[src/rtl/mc_ctrl_fsm.sv]
// Multi-cycle MIPS control FSM with memory-wait timeout and fault cause register.
// Define CTRL_EXC_EN for one-cycle exception entry; otherwise faults park in ERROR.
module mc_ctrl_fsm #(
    parameter int CTRL_W      = 16,
    parameter int TO_W        = 4,
    parameter int MEM_TIMEOUT = 15
) (
    input  logic              clk,
    input  logic              reset_n,
    input  logic [31:0]       inst,
    input  logic              mio_ready,
    output logic [4:0]        state_out,
    output logic [CTRL_W-1:0] ctrl_signals,
    output logic [3:0]        alu_op,
    output logic              beq,
    output logic              sign,
    output logic              mem_req,
    output logic              exc_pc_sel,
    output logic [1:0]        exc_cause
);

    typedef enum logic [4:0] {
        S_IF      = 5'd0,  S_ID    = 5'd1,  S_ADDR    = 5'd2,  S_MEM_R  = 5'd3,
        S_MEMREG  = 5'd4,  S_MEM_W = 5'd5,  S_RTYPE   = 5'd6,  S_ALUREG = 5'd7,
        S_BEQ     = 5'd8,  S_J     = 5'd9,  S_BNE     = 5'd10, S_JR     = 5'd11,
        S_LUI     = 5'd12, S_JAL   = 5'd13, S_ALUREGI = 5'd14, S_EXC    = 5'd29,
        S_ERROR   = 5'd30, S_START = 5'd31
    } state_t;

    localparam logic [3:0] ALU_ADD = 4'd0, ALU_SUB = 4'd1, ALU_AND = 4'd2, ALU_OR  = 4'd3,
                           ALU_XOR = 4'd4, ALU_NOR = 4'd5, ALU_SLT = 4'd6, ALU_SLL = 4'd7,
                           ALU_SRL = 4'd8, ALU_SRA = 4'd9;

    localparam logic [5:0] OP_R    = 6'h00, OP_J    = 6'h02, OP_JAL  = 6'h03, OP_BEQ = 6'h04,
                           OP_BNE  = 6'h05, OP_ADDI = 6'h08, OP_SLTI = 6'h0A, OP_ANDI = 6'h0C,
                           OP_ORI  = 6'h0D, OP_XORI = 6'h0E, OP_LUI  = 6'h0F, OP_LW   = 6'h23,
                           OP_SW   = 6'h2B;

    state_t            state, state_nxt;
    logic [TO_W-1:0]   wait_cnt;
    logic [3:0]        alu_nxt;
    logic              beq_nxt, sign_nxt, fault, wait_st, timeout;
    logic [1:0]        cause_nxt, fault_cause;
    logic [15:0]       word;
    logic [5:0]        op, func;
    logic              unused_inst;

    assign op          = inst[31:26];
    assign func        = inst[5:0];
    assign unused_inst = ^inst[25:6];
    assign state_out   = state;
    assign wait_st     = (state == S_IF) || (state == S_MEM_R) || (state == S_MEM_W);
    assign timeout     = wait_st && !mio_ready && (wait_cnt == TO_W'(MEM_TIMEOUT));
    assign mem_req     = wait_st;

    always_comb begin
        state_nxt   = state;
        alu_nxt     = alu_op;
        beq_nxt     = beq;
        sign_nxt    = sign;
        cause_nxt   = exc_cause;
        fault       = 1'b0;
        fault_cause = 2'b00;
        case (state)
            S_IF, S_MEM_R, S_MEM_W: begin
                if (mio_ready) begin
                    case (state)
                        S_IF:    state_nxt = S_ID;
                        S_MEM_R: state_nxt = S_MEMREG;
                        default: state_nxt = S_IF;
                    endcase
                end else if (timeout) begin
                    fault       = 1'b1;
                    fault_cause = 2'b10;
                end
            end
            S_ID: begin
                case (op)
                    OP_R: begin
                        state_nxt = S_RTYPE;
                        case (func)
                            6'h20, 6'h08: alu_nxt = ALU_ADD;
                            6'h22: alu_nxt = ALU_SUB;
                            6'h24: alu_nxt = ALU_AND;
                            6'h25: alu_nxt = ALU_OR;
                            6'h26: alu_nxt = ALU_XOR;
                            6'h2A: alu_nxt = ALU_SLT;
                            6'h00: alu_nxt = ALU_SLL;
                            6'h02: alu_nxt = ALU_SRL;
                            6'h03: alu_nxt = ALU_SRA;
                            6'h27: alu_nxt = ALU_NOR;
                            default: begin
                                fault       = 1'b1;
                                fault_cause = 2'b01;
                            end
                        endcase
                    end
                    OP_J:   state_nxt = S_J;
                    OP_JAL: state_nxt = S_JAL;
                    OP_LUI: state_nxt = S_LUI;
                    OP_BEQ: begin state_nxt = S_BEQ; alu_nxt = ALU_SUB; beq_nxt = 1'b1; end
                    OP_BNE: begin state_nxt = S_BNE; alu_nxt = ALU_SUB; beq_nxt = 1'b0; end
                    OP_LW, OP_SW, OP_ADDI: begin state_nxt = S_ADDR; alu_nxt = ALU_ADD; end
                    OP_SLTI: begin state_nxt = S_ADDR; alu_nxt = ALU_SLT; end
                    OP_ANDI: begin state_nxt = S_ADDR; alu_nxt = ALU_AND; sign_nxt = 1'b0; end
                    OP_ORI:  begin state_nxt = S_ADDR; alu_nxt = ALU_OR;  sign_nxt = 1'b0; end
                    OP_XORI: begin state_nxt = S_ADDR; alu_nxt = ALU_XOR; sign_nxt = 1'b0; end
                    default: begin
                        fault       = 1'b1;
                        fault_cause = 2'b01;
                    end
                endcase
            end
            S_ADDR: begin
                case (op)
                    OP_LW:   state_nxt = S_MEM_R;
                    OP_SW:   state_nxt = S_MEM_W;
                    default: state_nxt = S_ALUREGI;
                endcase
            end
            S_RTYPE: state_nxt = (func == 6'h08) ? S_JR : S_ALUREG;
            S_ERROR: state_nxt = S_ERROR;
            default: state_nxt = S_IF;
        endcase
        if (fault) begin
`ifdef CTRL_EXC_EN
            state_nxt = S_EXC;
`else
            state_nxt = S_ERROR;
`endif
            cause_nxt = fault_cause;
            alu_nxt   = ALU_ADD;
            beq_nxt   = 1'b0;
        end
        if (state_nxt == S_IF) begin
            alu_nxt  = ALU_ADD;
            sign_nxt = 1'b1;
        end
    end

    always_ff @(posedge clk or negedge reset_n) begin
        if (!reset_n) begin
            state     <= S_START;
            alu_op    <= ALU_ADD;
            beq       <= 1'b0;
            sign      <= 1'b1;
            exc_cause <= 2'b00;
            wait_cnt  <= '0;
        end else begin
            state     <= state_nxt;
            alu_op    <= alu_nxt;
            beq       <= beq_nxt;
            sign      <= sign_nxt;
            exc_cause <= cause_nxt;
            // Counter restarts whenever the FSM moves, so each access gets a fresh budget.
            if (state_nxt != state)
                wait_cnt <= '0;
            else if (wait_st && !mio_ready)
                wait_cnt <= wait_cnt + TO_W'(1);
        end
    end

    always_comb begin
        case (state)
            S_IF:      word = 16'h5101;
            S_ID:      word = 16'h0003;
            S_ADDR:    word = 16'h0006;
            S_MEM_R:   word = 16'h3006;
            S_MEMREG:  word = 16'h0220;
            S_MEM_W:   word = 16'h2806;
            S_RTYPE:   word = 16'h0004;
            S_ALUREG:  word = 16'h0060;
            S_BEQ:     word = 16'h800C;
            S_J:       word = 16'h4010;
            S_BNE:     word = 16'h800C;
            S_JR:      word = 16'h4008;
            S_LUI:     word = 16'h0420;
            S_JAL:     word = 16'h46B0;
            S_ALUREGI: word = 16'h0020;
            S_EXC:     word = 16'h4000;
            default:   word = 16'h0000;
        endcase
        ctrl_signals        = '0;
        ctrl_signals[15:0]  = word;
    end

`ifdef CTRL_EXC_EN
    assign exc_pc_sel = (state == S_EXC);
`else
    assign exc_pc_sel = 1'b0;
`endif

endmodule

[config.mk]
export PLATFORM = sky130hd
export DESIGN_NAME = mc_ctrl_fsm
export DESIGN_NICKNAME = d
export VERILOG_FILES = /design/src/rtl/mc_ctrl_fsm.sv
export SDC_FILE = /design/constraint.sdc
export NUM_CORES = 1
export LEC_CHECK = 0
export ABC_CLOCK_PERIOD_IN_PS = 2700
export CAP_MARGIN = 20
export CORE_ASPECT_RATIO = 1.4
export CORE_MARGIN = 1
export CORE_UTILIZATION = 40
export CTS_CLUSTER_SIZE = 14
export DETAILED_ROUTE_END_ITERATION = 10
export GPL_ROUTABILITY_DRIVEN = 0
export PLACE_DENSITY = 0.76
export SLEW_MARGIN = 0
export SYNTH_ARGS = -nofsm -noshare
export SYNTH_HDL_FRONTEND = slang
export SYNTH_SLANG_ARGS = --single-unit
[constraint.sdc]
create_clock -name clk -period 2.7 [get_ports clk]
set_clock_uncertainty 0.1 [all_clocks]
set_input_delay 0.675 -clock clk [delete_from_list [all_inputs] [get_ports clk]]
set_output_delay 0.675 -clock clk [all_outputs]
set_load 0.02 [all_outputs]
# After elaboration in Yosys (flattened, before gate mapping)
# Memory sizes are Yosys's and may differ from the RTL's.
# Cells that the tools add are included.
word_totals:
  romBits: 512
  elab_cells: 96
  reg_bits: 17
  out_inout_bits: 31
  mem_count: 1
mem_list:
  columns: ["memory", "depth", "word_bits", "read_ports", "rd_ports_with_merged_regs", "wr", "line", "source"]
  rows:
  - ["(no name shown)", 32, 16, 1, 0, 0, "164", "case (state)"]
classes:
  n_eq_ne: 31
  n_addsub: 1
  mux: 30
  reduce_logical: 27
ops:
  columns: ["op", "count"]
  rows:
  - ["$eq A6 B6 Y1 const B", 9]
  - ["$eq A6 B4 Y1 const B", 7]
  - ["$pmux W4 S10", 1]
  - ["$pmux W5 S7", 1]
  - ["$pmux W4 S7", 1]
  - ["$pmux W5 S5", 1]
  - ["$eq A6 B2 Y1 const B", 4]
  - ["$mux W4", 6]
  - ["$ne A13 B13 Y1 const B", 1]
  - ["$eq A6 B3 Y1 const B", 2]
  - ["$logic_not A6 Y1", 2]
  - ["$reduce_or A12 Y1", 1]
  - ["$reduce_or A11 Y1", 1]
  - ["$eq A5 B2 Y1 const B", 2]
  - ["$eq A5 B3 Y1 const B", 2]
  - ["$logic_not A5 Y1", 2]
  - ["$mux W5", 2]
  - ["$mux W1", 9]
  - ["$reduce_bool A9 Y1", 1]
  - ["$reduce_or A3 Y1", 3]
  - ["$pmux W1 S2", 4]
  - ["$pmux W4 S2", 1]
  - ["$reduce_bool A2 Y1", 4]
  - ["$reduce_or A7 Y1", 1]
  - ["15 further kinds", 21]

# Logic depth before layout (Yosys ltp)
# Gate-level depths: netlist of run 1.
depth:
  word_depth: 12
  depth_mapped: 10
  depth_no_buf: 10

# Worst setup path before layout of run 1
# OpenSTA, ideal clock, no wires.
synth_timing:
  path_kind: "reg-to-output"
  startpoint: "reg state[2] (netlist: state_out[2])"
  endpoint: "out ctrl_signals[11]"
  required_time_ns: 1.925
  arrival_ns: 1.951
  path_stages_with_launch: 5
  slack_ns: -0.026
  n_path_buf: 3
  cell_sequence: "dfstp_2 buf_2 buf_2 buf_1 nor4bb_1"
synth_between:
  elab_chain_len: 1
synth_lines:
  columns: ["item", "line", "source"]
  rows:
  - ["start, declared", "39", "state_t state, state_nxt;"]
  - ["start signal, assigned", "150", "state <= state_nxt;"]
  - ["$mem_v2 Z32 W16", null, null]
  - ["end, declared", "13", "output logic [CTRL_W-1:0] ctrl_signals,"]
# Every way passes these cells.

# Worst setup path after layout of run 1
layout_timing:
  startpoint: "in inst[29]"
  endpoint: "reg alu_op[0]"
layout_between:
  elab_chain_len: 8
  word_cells_on_any_way: 32
  classes_between: "eq/ne (13); mux (10); reduce/logical (9)"
layout_lines:
  columns: ["item", "line", "source"]
  rows:
  - ["start, declared", "10", "input logic [31:0] inst,"]
  - ["$eq A6 B6 Y1, or another cell as far along", "78, 115", null]
  - ["$reduce_or A7 Y1 (no source line) / $reduce_or A12 Y1 (equally long branches)", null, null]
  - ["$pmux W5 S7 / $pmux W1 S2 (equally long branches)", "78", "case (op)"]
  - ["$pmux W5 S5 / $pmux W1 S2 (equally long branches)", "64", "case (state)"]
  - ["$mux W5 *", "125", "if (fault) begin"]
  - ["named net state_nxt[2]", "39", null]
  - ["$logic_not A5 Y1 *", "135", "if (state_nxt == S_IF) begin"]
  - ["$ne A13 B13 Y1 (no source line), or another cell as far along", null, null]
  - ["$reduce_and A3 Y1 (no source line)", null, null]
  - ["end signal, assigned", "151", "alu_op <= alu_nxt;"]
  - ["end, declared", "14", "output logic [3:0] alu_op,"]
# Mark *: on every way through the listed nets, which the timed path passes. The rest lies on a longest branch. The select of a mux whose other input is x is not followed.
# A chain may end at the register's enable or synchronous reset.

==> results.cfg, run 1 <==
[sta]
worst_pin_slew_ns = 0.727
post-route-min-period_ns = 2.61
drv_slew = 0
timing.final.crit_share_pct = 96.8
rsz0062_at_grt = yes
final_hold_viol_count = 0
fmax_mhz = 383
whs_ns = 0.384
slew_headroom_pct = 51.4
setup_viol = 0

[clock_tree]
clock_latency_ns = 0.24
cts_inserted_buffers = 3
clk_pin_slew_ns = 0.06
holdBufCountCts = 0
ctsRootBufferMaster = clkbuf_8
cts_tree = done
h-tree-depth = 1
cts_buffer_depth = 2
clock_sinks = 17

[yosys]
ys_seq_elements = 17
synthCells = 229
yosys.area_share.xor_xnor_pct = 2.42
syn_area_per_cell_sq_um = 7.91
yosysWarnings = 0
synth.distinct_cells = 64
synth_sequential_area_ratio_pct = 23.9
ys.flop_type = dfrtp_1
synth_nets = 271
synth_top_family_by_area = simple AND/OR/NAND/NOR gates
synth_simple_gate_area_share_pct = 34.4
syn_area_sq_um = 1810
synthAdderAreaFrac_pct = 4.83
muxShareOfSynthArea_pct = 6.63
async_reset_ff_share_pct = 100
synth_compound_area_share_pct = 21.8
synth_edf_count = 0

[layout]
drive_gt1_share_pct = 30.6
final_core_util_pct = 66.0
finalInstanceArea_sq_um = 2820
layout.nets = 363
n_antenna_cell = 0
area_growth_pct = 55.7
nFillCells = 376
stdcell_count = 380

[critical_path]
critPathCaptureType = flip-flop
worstPathRequired_ns = 2.72
cp_max_fo = 9
reg2reg_depth = 7
r2r_slack_ns = 0.16
startpoint = inst[29]
cpPeakStageDelay_ns = 0.52
critical_path_class = input pin to flip-flop
path_cells = clkdlybuf4s50_1, buf_4, or4_4, nand4_1, o211a_1, and3_4, inv_1, o21ai_2, buf_6, nor3_1
startpoint_type = input pin
cp.arrival_ns = 2.63
reg2reg_from = state_out[0]
slowest_stage = or4_4
r2r-end = wait_cnt[1]

[floorplanning]
die-area_sq_um = 4810
num_rows = 28
start_util_pct = 42.4
core_sq_um = 4270
die_y_um = 81.6
ios = 66
die_w_um = 58.9

[pwr]
combinationalPowerShare_pct = 74.1
ir_drop_mv = 0.346
power.density_nw_per_um2 = 791
p_total_mw = 2.23
p_seq_share_pct = 17.8
p_sw_mw = 1.02
internal_power_mw = 1.21
clock_power_share_pct = 8.1
p_leak_nw = 1.29
switching_share_pct = 45.8

[global_routing]
grt_max_degree = 18
overflow = 0
grt_pass1_vias = 2001
antenna_found_initial = 0
grt_util_all_layers_pct = 22.7
grt_pass1_wl_um = 8560

[routing]
wl_per_cell_um = 13.4
detail-route-antenna-nets = 0
viasPerCell = 5.39
drc = 0
first_pass_iters = 4
routed_wl_um = 5090
drtIter0Drc = 106
vias = 2050

[run]
drv_cap = 0

[min_path]
holdCritStartpoint = exc_cause[1]
hold_end = exc_cause[1]
hold_depth = 2
min_path_type = flip-flop to flip-flop

[place]
placed_area_sq_um = 2680
post-place-cells = 372
dp_hpwl_um = 4090
buffer_ports.inserted = 44

[status]
run_status = completed
## worst max-delay path, delay by kind of cell
kind | cells | cell delay [ns]
AOI/OAI and AO/OA | 2 | 0.33
buffers and inverters | 4 | 0.78
and+or+nand+nor | 4 | 0.86
## routing by layer
layer | vias up | GRT usage [%] | wire [um]
li1 | 1022 | - | -
met1 | 961 | 23.9 | 1940
met2 | 53 | 45.2 | 2890
met3 | 14 | 2.52 | 114
met4 | 0 | 7.86 | 146
met5 | - | 0 | 0
## worst max path at each step
stage	end	slack [ns]	depth (start not counted)
global route	alu_op[0]	-0.007	11
global placement	wait_cnt[0]	-0.26	9
detailed placement	wait_cnt[1]	-0.30	8
finish	alu_op[0]	0.09	10
CTS	alu_op[0]	0.007	11
floorplan	wait_cnt[1]	0.08	7
## state kept, by name (all words and copies together), names as in the netlist
| name | cells |
|---|---|
| alu_op | 4 |
| beq | 1 |
| exc_cause | 2 |
| sign | 1 |
| state_out | 5 |
| wait_cnt | 4 |
## synth_stat cells, types with 3 or more instances
| cell | count | area (sq um) |
|---|---|---|
| nor2_1 | 26 | 97.6 |
| nand2_1 | 21 | 78.8 |
| a21oi_1 | 15 | 75.1 |
| mux2i_1 | 12 | 120 |
| dfrtp_1 | 11 | 275 |
| o21ai_0 | 11 | 55.1 |
| nor3_1 | 9 | 45.0 |
| clkbuf_1 | 8 | 30.0 |
| ha_1 | 7 | 87.6 |
| buf_2 | 6 | 30.0 |
| dfstp_2 | 6 | 158 |
| inv_1 | 6 | 22.5 |
| nand2b_1 | 6 | 37.5 |
| nand3_1 | 6 | 30.0 |
| nor2b_1 | 6 | 37.5 |
| a21o_1 | 3 | 22.5 |
| and3_1 | 3 | 18.8 |
| nand4_1 | 3 | 18.8 |
| nor3b_1 | 3 | 22.5 |
| nor4_1 | 3 | 18.8 |
| xor2_1 | 3 | 26.3 |
## cell type report
class | instances | area, sq um | area share (%)
Multi-Input combinational cell | 189 | 1360 | 48.2
Timing Repair Buffer | 104 | 887 | 31.4
Sequential cell | 17 | 433 | 15.3
Tap cell | 60 | 75.1 | 2.66
Clock buffer | 4 | 45.0 | 1.60
Inverter | 6 | 22.5 | 0.798
## power groups by stage
stage / Clock [mW] / Sequential (mW) / Combinational [mW]
2_1_floorplan: 0 / 0.427 / 0.898
3_3_place_gp: 0 / 0.411 / 1.58
3_5_place_dp: 0 / 0.410 / 1.61
4_1_cts: 0.188 / 0.394 / 1.61
5_1_grt: 0.202 / 0.405 / 1.79
6_report: 0.180 / 0.398 / 1.66
## kinds of logic (layout without fill, tap and decap cells)
family                   Yosys count  after routing
buffers and inverters             23            114
other                              1              1
XOR/XNOR                           5              5
AND/OR/NAND/NOR                  107            107
adder cells (fa/ha/maj)            7              7
multiplexers                      12             12
AO/OA/AOI/OAI                     57             57
flip-flops                        17             17
## placed cells by master (no fill, tap or decap), drive strengths merged, types with 2 or more instances in the layout
cell           netlist  routed
buf                  9      60
nor2                26      26
clkdlybuf4s50        0      25
nand2               21      21
a21oi               15      15
dlygate4sd2          0      14
o21ai               13      13
mux2i               12      12
dfrtp               11      11
nor3                 9       9
ha                   7       7
inv                  6       6
nand2b               6       6
nand3                6       6
dfstp                6       6
nor2b                6       6
clkbuf               8       6
nand4                4       4
nor4                 4       4
nor3b                3       3
a21o                 3       3
xor2                 3       3
dlymetal6s2s         0       3
or4b                 3       3
or2                  3       3
and3                 3       3
nor4b                3       3
a211oi               2       2
o211a                2       2
nand4b               2       2
xnor2                2       2
nand3b               2       2
o31ai                2       2
nor4bb               2       2
a31o                 2       2
o32ai                2       2
a32o                 2       2
## per-stage QoR
stage / setup TNS (ns) / setup WS, ns
floorplan: 0 / 0.0771
global placement: -2.18 / -0.260
detailed placement: -2.46 / -0.302
CTS: 0 / 0.00704
global route: -0.0106 / -0.00749
finish: 0 / 0.0862
## what timing repair did
| action | CTS | global route |
|---|---|---|
| setup buffers | 4 | 0 |
| pin swaps | 9 | 3 |
| resized for setup | 21 | 24 |
| endpoints found under the hold margin | 0 | 0 |
| endpoints found under the setup margin | 22 | 14 |
(Power assumes the default switching activity.)
==> run 2, diff against run 1 <==
--- a/config.mk
+++ b/config.mk
@@ -7,13 +7,15 @@
 export LEC_CHECK = 0
 export ABC_CLOCK_PERIOD_IN_PS = 2700
 export CAP_MARGIN = 20
+export CELL_PAD_IN_SITES_DETAIL_PLACEMENT = 1
+export CELL_PAD_IN_SITES_GLOBAL_PLACEMENT = 2
 export CORE_ASPECT_RATIO = 1.4
 export CORE_MARGIN = 1
-export CORE_UTILIZATION = 40
+export CORE_UTILIZATION = 22
 export CTS_CLUSTER_SIZE = 14
 export DETAILED_ROUTE_END_ITERATION = 10
 export GPL_ROUTABILITY_DRIVEN = 0
-export PLACE_DENSITY = 0.76
+export PLACE_DENSITY_LB_ADDON = 0.1
 export SLEW_MARGIN = 0
 export SYNTH_ARGS = -nofsm -noshare
 export SYNTH_HDL_FRONTEND = slang
==> results.cfg, run 2 (same netlist as run 1, synthesis figures left out) <==
[critical_path]
r2r_slack_ns = 0.09
cp.depth = 6
reg2reg_depth = 10
cp.arrival_ns = 1.86
path_buf_inv = 4
startpoint = state_out[1]
slowest_stage = dfstp_2
r2r-end = wait_cnt[1]
cpPeakStageDelay_ns = 0.59
crit_family = buffers and inverters
reg2reg_from = state_out[1]
startpoint_type = flip-flop
cp_max_fo = 5
worstPathRequired_ns = 1.92
path_cells = buf_8, ha_4, buf_6, buf_4, nor3b_1, dlygate4sd2_1
critical_path_class = flip-flop to primary output
cp-endpoint = ctrl_signals[6]
critPathCaptureType = primary output

[layout]
n_antenna_cell = 0
drive_gt1_share_pct = 38.9
finalInstanceArea_sq_um = 3170
seq_area_sq_um = 433
nFillCells = 940
layout_commonest_cell = buf_4
area_growth_pct = 75.0
multi_input_area_sq_um = 1480
layout.nets = 382
largest_reg_flops = 5
layout_common_cells = 71 x buf_4, 24 x nor2_1, 21 x clkdlybuf4s50_1, 20 x nand2_1, 14 x a21oi_1

[routing]
routed_wl_um = 6500
drtIter0Drc = 51
vias = 2136
first_pass_iters = 4
drc = 0
detail-route-antenna-nets = 0
viasPerCell = 4.87
wl_per_cell_um = 14.8

[floorplanning]
die_y_um = 109
die-area_sq_um = 8610
start_util_pct = 23.1
ios = 66
core_sq_um = 7850
num_rows = 38
die_w_um = 78.7

[sta]
fmax_mhz = 380
setup_viol = 0
finalSetupTns_ns = 0
rsz0062_at_grt = yes
timing.final.crit_share_pct = 97.5
whs_ns = 0.383
finalWorstSetupSlack_ns = 0.0679
drv_slew = 0
post-route-min-period_ns = 2.63
final_hold_viol_count = 0

[pwr]
p_total_mw = 2.55
p_leak_nw = 1.43
ir_drop_mv = 0.418
power.density_nw_per_um2 = 803

[global_routing]
grt_pass1_vias = 2203
grt_pass1_wl_um = 10700
grt_util_all_layers_pct = 15.7
antenna_found_initial = 0
overflow = 0
grt_max_degree = 18

[clock_tree]
clk_pin_slew_ns = 0.06
holdBufCountCts = 0
ctsRootBufferMaster = clkbuf_8
clock_latency_ns = 0.25
cts_tree = done
clock_sinks = 17
h-tree-depth = 1
cts_buffer_depth = 2
cts_inserted_buffers = 3

[run]
drv_cap = 0

[place]
dp_hpwl_um = 5140
placed_area_sq_um = 2800
buffer_ports.inserted = 44
pre_cts_ws_ns = -0.428

[min_path]
min_path_type = flip-flop to flip-flop

[status]
run_status = completed
[run 2: cell count changes in the layout (fill, tap and decap cells not counted), sizes merged]
cell and delta:
dlygate4sd2 -3, buf +20, clkdlybuf4s15 +2, clkdlybuf4s50 -4, dlymetal6s2s +2, clkbuf +2
[run 2: worst register-to-register path: stages (launching register included)]
cell       delay, ns
dfstp_2         0.59
buf_8           0.14
ha_4            0.15
buf_6           0.10
mux2i_4         0.06
o31ai_2         0.25
a32o_2          0.21
mux2i_2         0.24
o2111ai_2       0.12
a2111o_1        0.44
nor2_1          0.13
[run 2: how the worst min path moves through the flow]
| stage | start | to | slack [ns] | cells after the start |
|---|---|---|---|---|
| final | exc_cause[0] | exc_cause[0] | 0.38 | 2 |
| after CTS | exc_cause[1] | exc_cause[1] | 0.39 | 2 |
| after global routing | exc_cause[0] | exc_cause[0] | 0.43 | 2 |
| after detailed placement | exc_cause[1] | exc_cause[1] | 0.37 | 2 |
| after floorplan | reset_n | alu_op[0] | 0.28 | 0 |
| after global placement | exc_cause[1] | exc_cause[1] | 0.36 | 2 |
[run 2: stage by stage]
stage / std cells / util, %
after floorplan: 229 / -
after global placement: 421 / 35.7
after detailed placement: 421 / 35.7
after CTS: 431 / 37.6
after global routing: 439 / 40.4
final: 439 / 40.4
[run 2: cell type report]
type / count / area share [%]
Multi-Input combinational cell: 189 / 46.8
Tap cell: 100 / 3.95
Inverter: 6 / 0.789
Clock buffer: 4 / 1.42
Sequential cell: 17 / 13.7
Timing Repair Buffer: 123 / 33.4
[run 2: where the power goes]
group	switching [mW]	internal (mW)	leakage, nW
combinational	0.971	0.983	1.20
sequential	0.0805	0.324	0.212
clock	0.0815	0.105	0.0228
[run 2: repair_timing]
item | 4_1_cts | 5_1_grt
setup buffers | 6 | 9
setup endpoints to repair | 21 | 16
pin swaps | 10 | 14
gates resized for setup | 37 | 49
[run 2: per-layer routing]
layer  share of wire, %  global-route usage (%)  vias up
met5                  0                       0        -
met4                1.7                    2.78        0
met3                2.4                    2.41        8
met2                 56                    31.6       43
met1                 40                    17.1     1027
li1                   -                       -     1058
==> run 3, diff against run 2 <==
--- a/config.mk
+++ b/config.mk
@@ -7,15 +7,14 @@
 export LEC_CHECK = 0
 export ABC_CLOCK_PERIOD_IN_PS = 2700
 export CAP_MARGIN = 20
-export CELL_PAD_IN_SITES_DETAIL_PLACEMENT = 1
-export CELL_PAD_IN_SITES_GLOBAL_PLACEMENT = 2
 export CORE_ASPECT_RATIO = 1.4
 export CORE_MARGIN = 1
-export CORE_UTILIZATION = 22
+export CORE_UTILIZATION = 40
 export CTS_CLUSTER_SIZE = 14
 export DETAILED_ROUTE_END_ITERATION = 10
 export GPL_ROUTABILITY_DRIVEN = 0
-export PLACE_DENSITY_LB_ADDON = 0.1
+export PLACE_DENSITY = 0.76
+export SETUP_SLACK_MARGIN = 0.4
 export SLEW_MARGIN = 0
 export SYNTH_ARGS = -nofsm -noshare
 export SYNTH_HDL_FRONTEND = slang
==> results.cfg, run 3 (same netlist as run 1, synthesis figures left out) <==
[critical_path]
reg2reg_depth = 8
cp_max_fo = 4
r2r-end = wait_cnt[2]
critical_path_class = flip-flop to flip-flop
crit_family = compound AO/OA/AOI/OAI gates
r2r_slack_ns = 0.09
critPathCaptureType = flip-flop
worstPathRequired_ns = 2.79
reg2reg_from = state_out[0]
path_cells = buf_6, ha_4, or4b_4, o32ai_4, o21a_1, a21oi_1, a2111o_1, nor2_1
path_buf_inv = 1
cpPeakStageDelay_ns = 0.60
slowest_stage = dfstp_2
startpoint_type = flip-flop
cp.arrival_ns = 2.70

[min_path]
holdCritStartpoint = exc_cause[1]
min_path_type = flip-flop to flip-flop
hold_end = exc_cause[1]
hold_depth = 2

[sta]
drv_slew = 0
finalSetupTns_ns = 0
timing.final.crit_share_pct = 96.7
slew_headroom_pct = 51.0
rsz0062_at_grt = yes
worst_pin_slew_ns = 0.733
fmax_mhz = 383
setup_viol = 0
post-route-min-period_ns = 2.61
final_hold_viol_count = 0

[floorplanning]
core_sq_um = 4270
start_util_pct = 42.4
die_y_um = 81.6
die-area_sq_um = 4810
ios = 66
num_rows = 28
die_w_um = 58.9

[layout]
layout_common_cells = 79 x buf_4, 24 x nor2_1, 20 x buf_6, 16 x nand2_1, 12 x dlygate4sd2_1
nFillCells = 271
drive_gt1_share_pct = 51.3
seq_area_sq_um = 437
stdcell_count = 411
n_antenna_cell = 0
area_growth_pct = 85.6
largest_reg_flops = 5
multi_input_area_sq_um = 1590
layout_commonest_cell = buf_4
layout.nets = 394
final_core_util_pct = 78.7

[status]
run_status = completed

[place]
buffer_ports.inserted = 44
post-place-cells = 372
dp_hpwl_um = 4190

[routing]
detail-route-antenna-nets = 0
drtIter0Drc = 93
first_pass_iters = 4
wl_per_cell_um = 16.2
drc = 0
viasPerCell = 5.65
vias = 2324
routed_wl_um = 6670

[clock_tree]
clock_latency_ns = 0.25
cts_tree = done
h-tree-depth = 1
clk_pin_slew_ns = 0.06
cts_buffer_depth = 2
ctsRootBufferMaster = clkbuf_8
clock_sinks = 17
holdBufCountCts = 0
cts_inserted_buffers = 3

[global_routing]
grt_pass1_wl_um = 9220
grt_util_all_layers_pct = 24.7
antenna_found_initial = 0
overflow = 0
grt_pass1_vias = 2128
grt_max_degree = 18

[pwr]
p_leak_nw = 1.51
power.density_nw_per_um2 = 912
ir_drop_mv = 0.519
p_total_mw = 3.07

[run]
drv_cap = 0
## run 3: area by class of cell
| class | count | area share [%] |
|---|---|---|
| Multi-Input combinational cell | 189 | 47.3 |
| Inverter | 6 | 0.744 |
| Timing Repair Buffer | 135 | 35.4 |
| Sequential cell | 17 | 13.0 |
| Tap cell | 60 | 2.23 |
| Clock buffer | 4 | 1.34 |
## run 3: per-layer routing
metal	up-vias	GRT usage [%]	routed length, um
li1	1088	-	-
met1	1125	24.5	2420
met2	93	50.0	3790
met3	18	3.62	271
met4	0	9.29	193
met5	-	0	0
## run 3: through the flow
stage / hold slack, ns / worst slack [ns] / instance area (sq um)
2_1_floorplan: 0.279 / 0.258 / 1930
5_1_grt: 0.426 / 0.0177 / 3360
6_report: 0.407 / 0.0892 / 3360
4_1_cts: 0.388 / 0.0927 / 3020
3_3_place_gp: 0.364 / -0.254 / 2780
3_5_place_dp: 0.374 / -0.268 / 2780
## run 3: worst register-to-register path: stages (launching register included)
cell and delay (ns):
dfstp_2 0.60, buf_6 0.14, ha_4 0.17, or4b_4 0.52, o32ai_4 0.29, o21a_1 0.15, a21oi_1 0.04, a2111o_1 0.42
nor2_1 0.12
## run 3: worst max-delay path by stage
| stage | start | end | slack (ns) | depth (start not counted) |
|---|---|---|---|---|
| 4_1_cts | state_out[0] | wait_cnt[0] | 0.09 | 10 |
| 3_3_place_gp | inst[1] | wait_cnt[0] | -0.25 | 8 |
| 3_5_place_dp | inst[1] | wait_cnt[0] | -0.27 | 8 |
| 6_report | state_out[0] | wait_cnt[2] | 0.09 | 8 |
| 5_1_grt | state_out[0] | wait_cnt[2] | 0.02 | 10 |
| 2_1_floorplan | state_out[0] | wait_cnt[0] | 0.26 | 6 |
## run 3: power breakdown
part	switching [mW]	internal, mW	leakage (nW)
clock network	0.0850	0.105	0.0228
registers	0.0792	0.328	0.212
logic	1.20	1.27	1.27
## run 3: what timing repair did
action                                  CTS  global route
pin swaps                                22            19
cloned                                    0             1
hold endpoints to repair                  0             0
buffers inserted                         19            15
resized for setup                       117            60
endpoints found under the setup margin   35            34
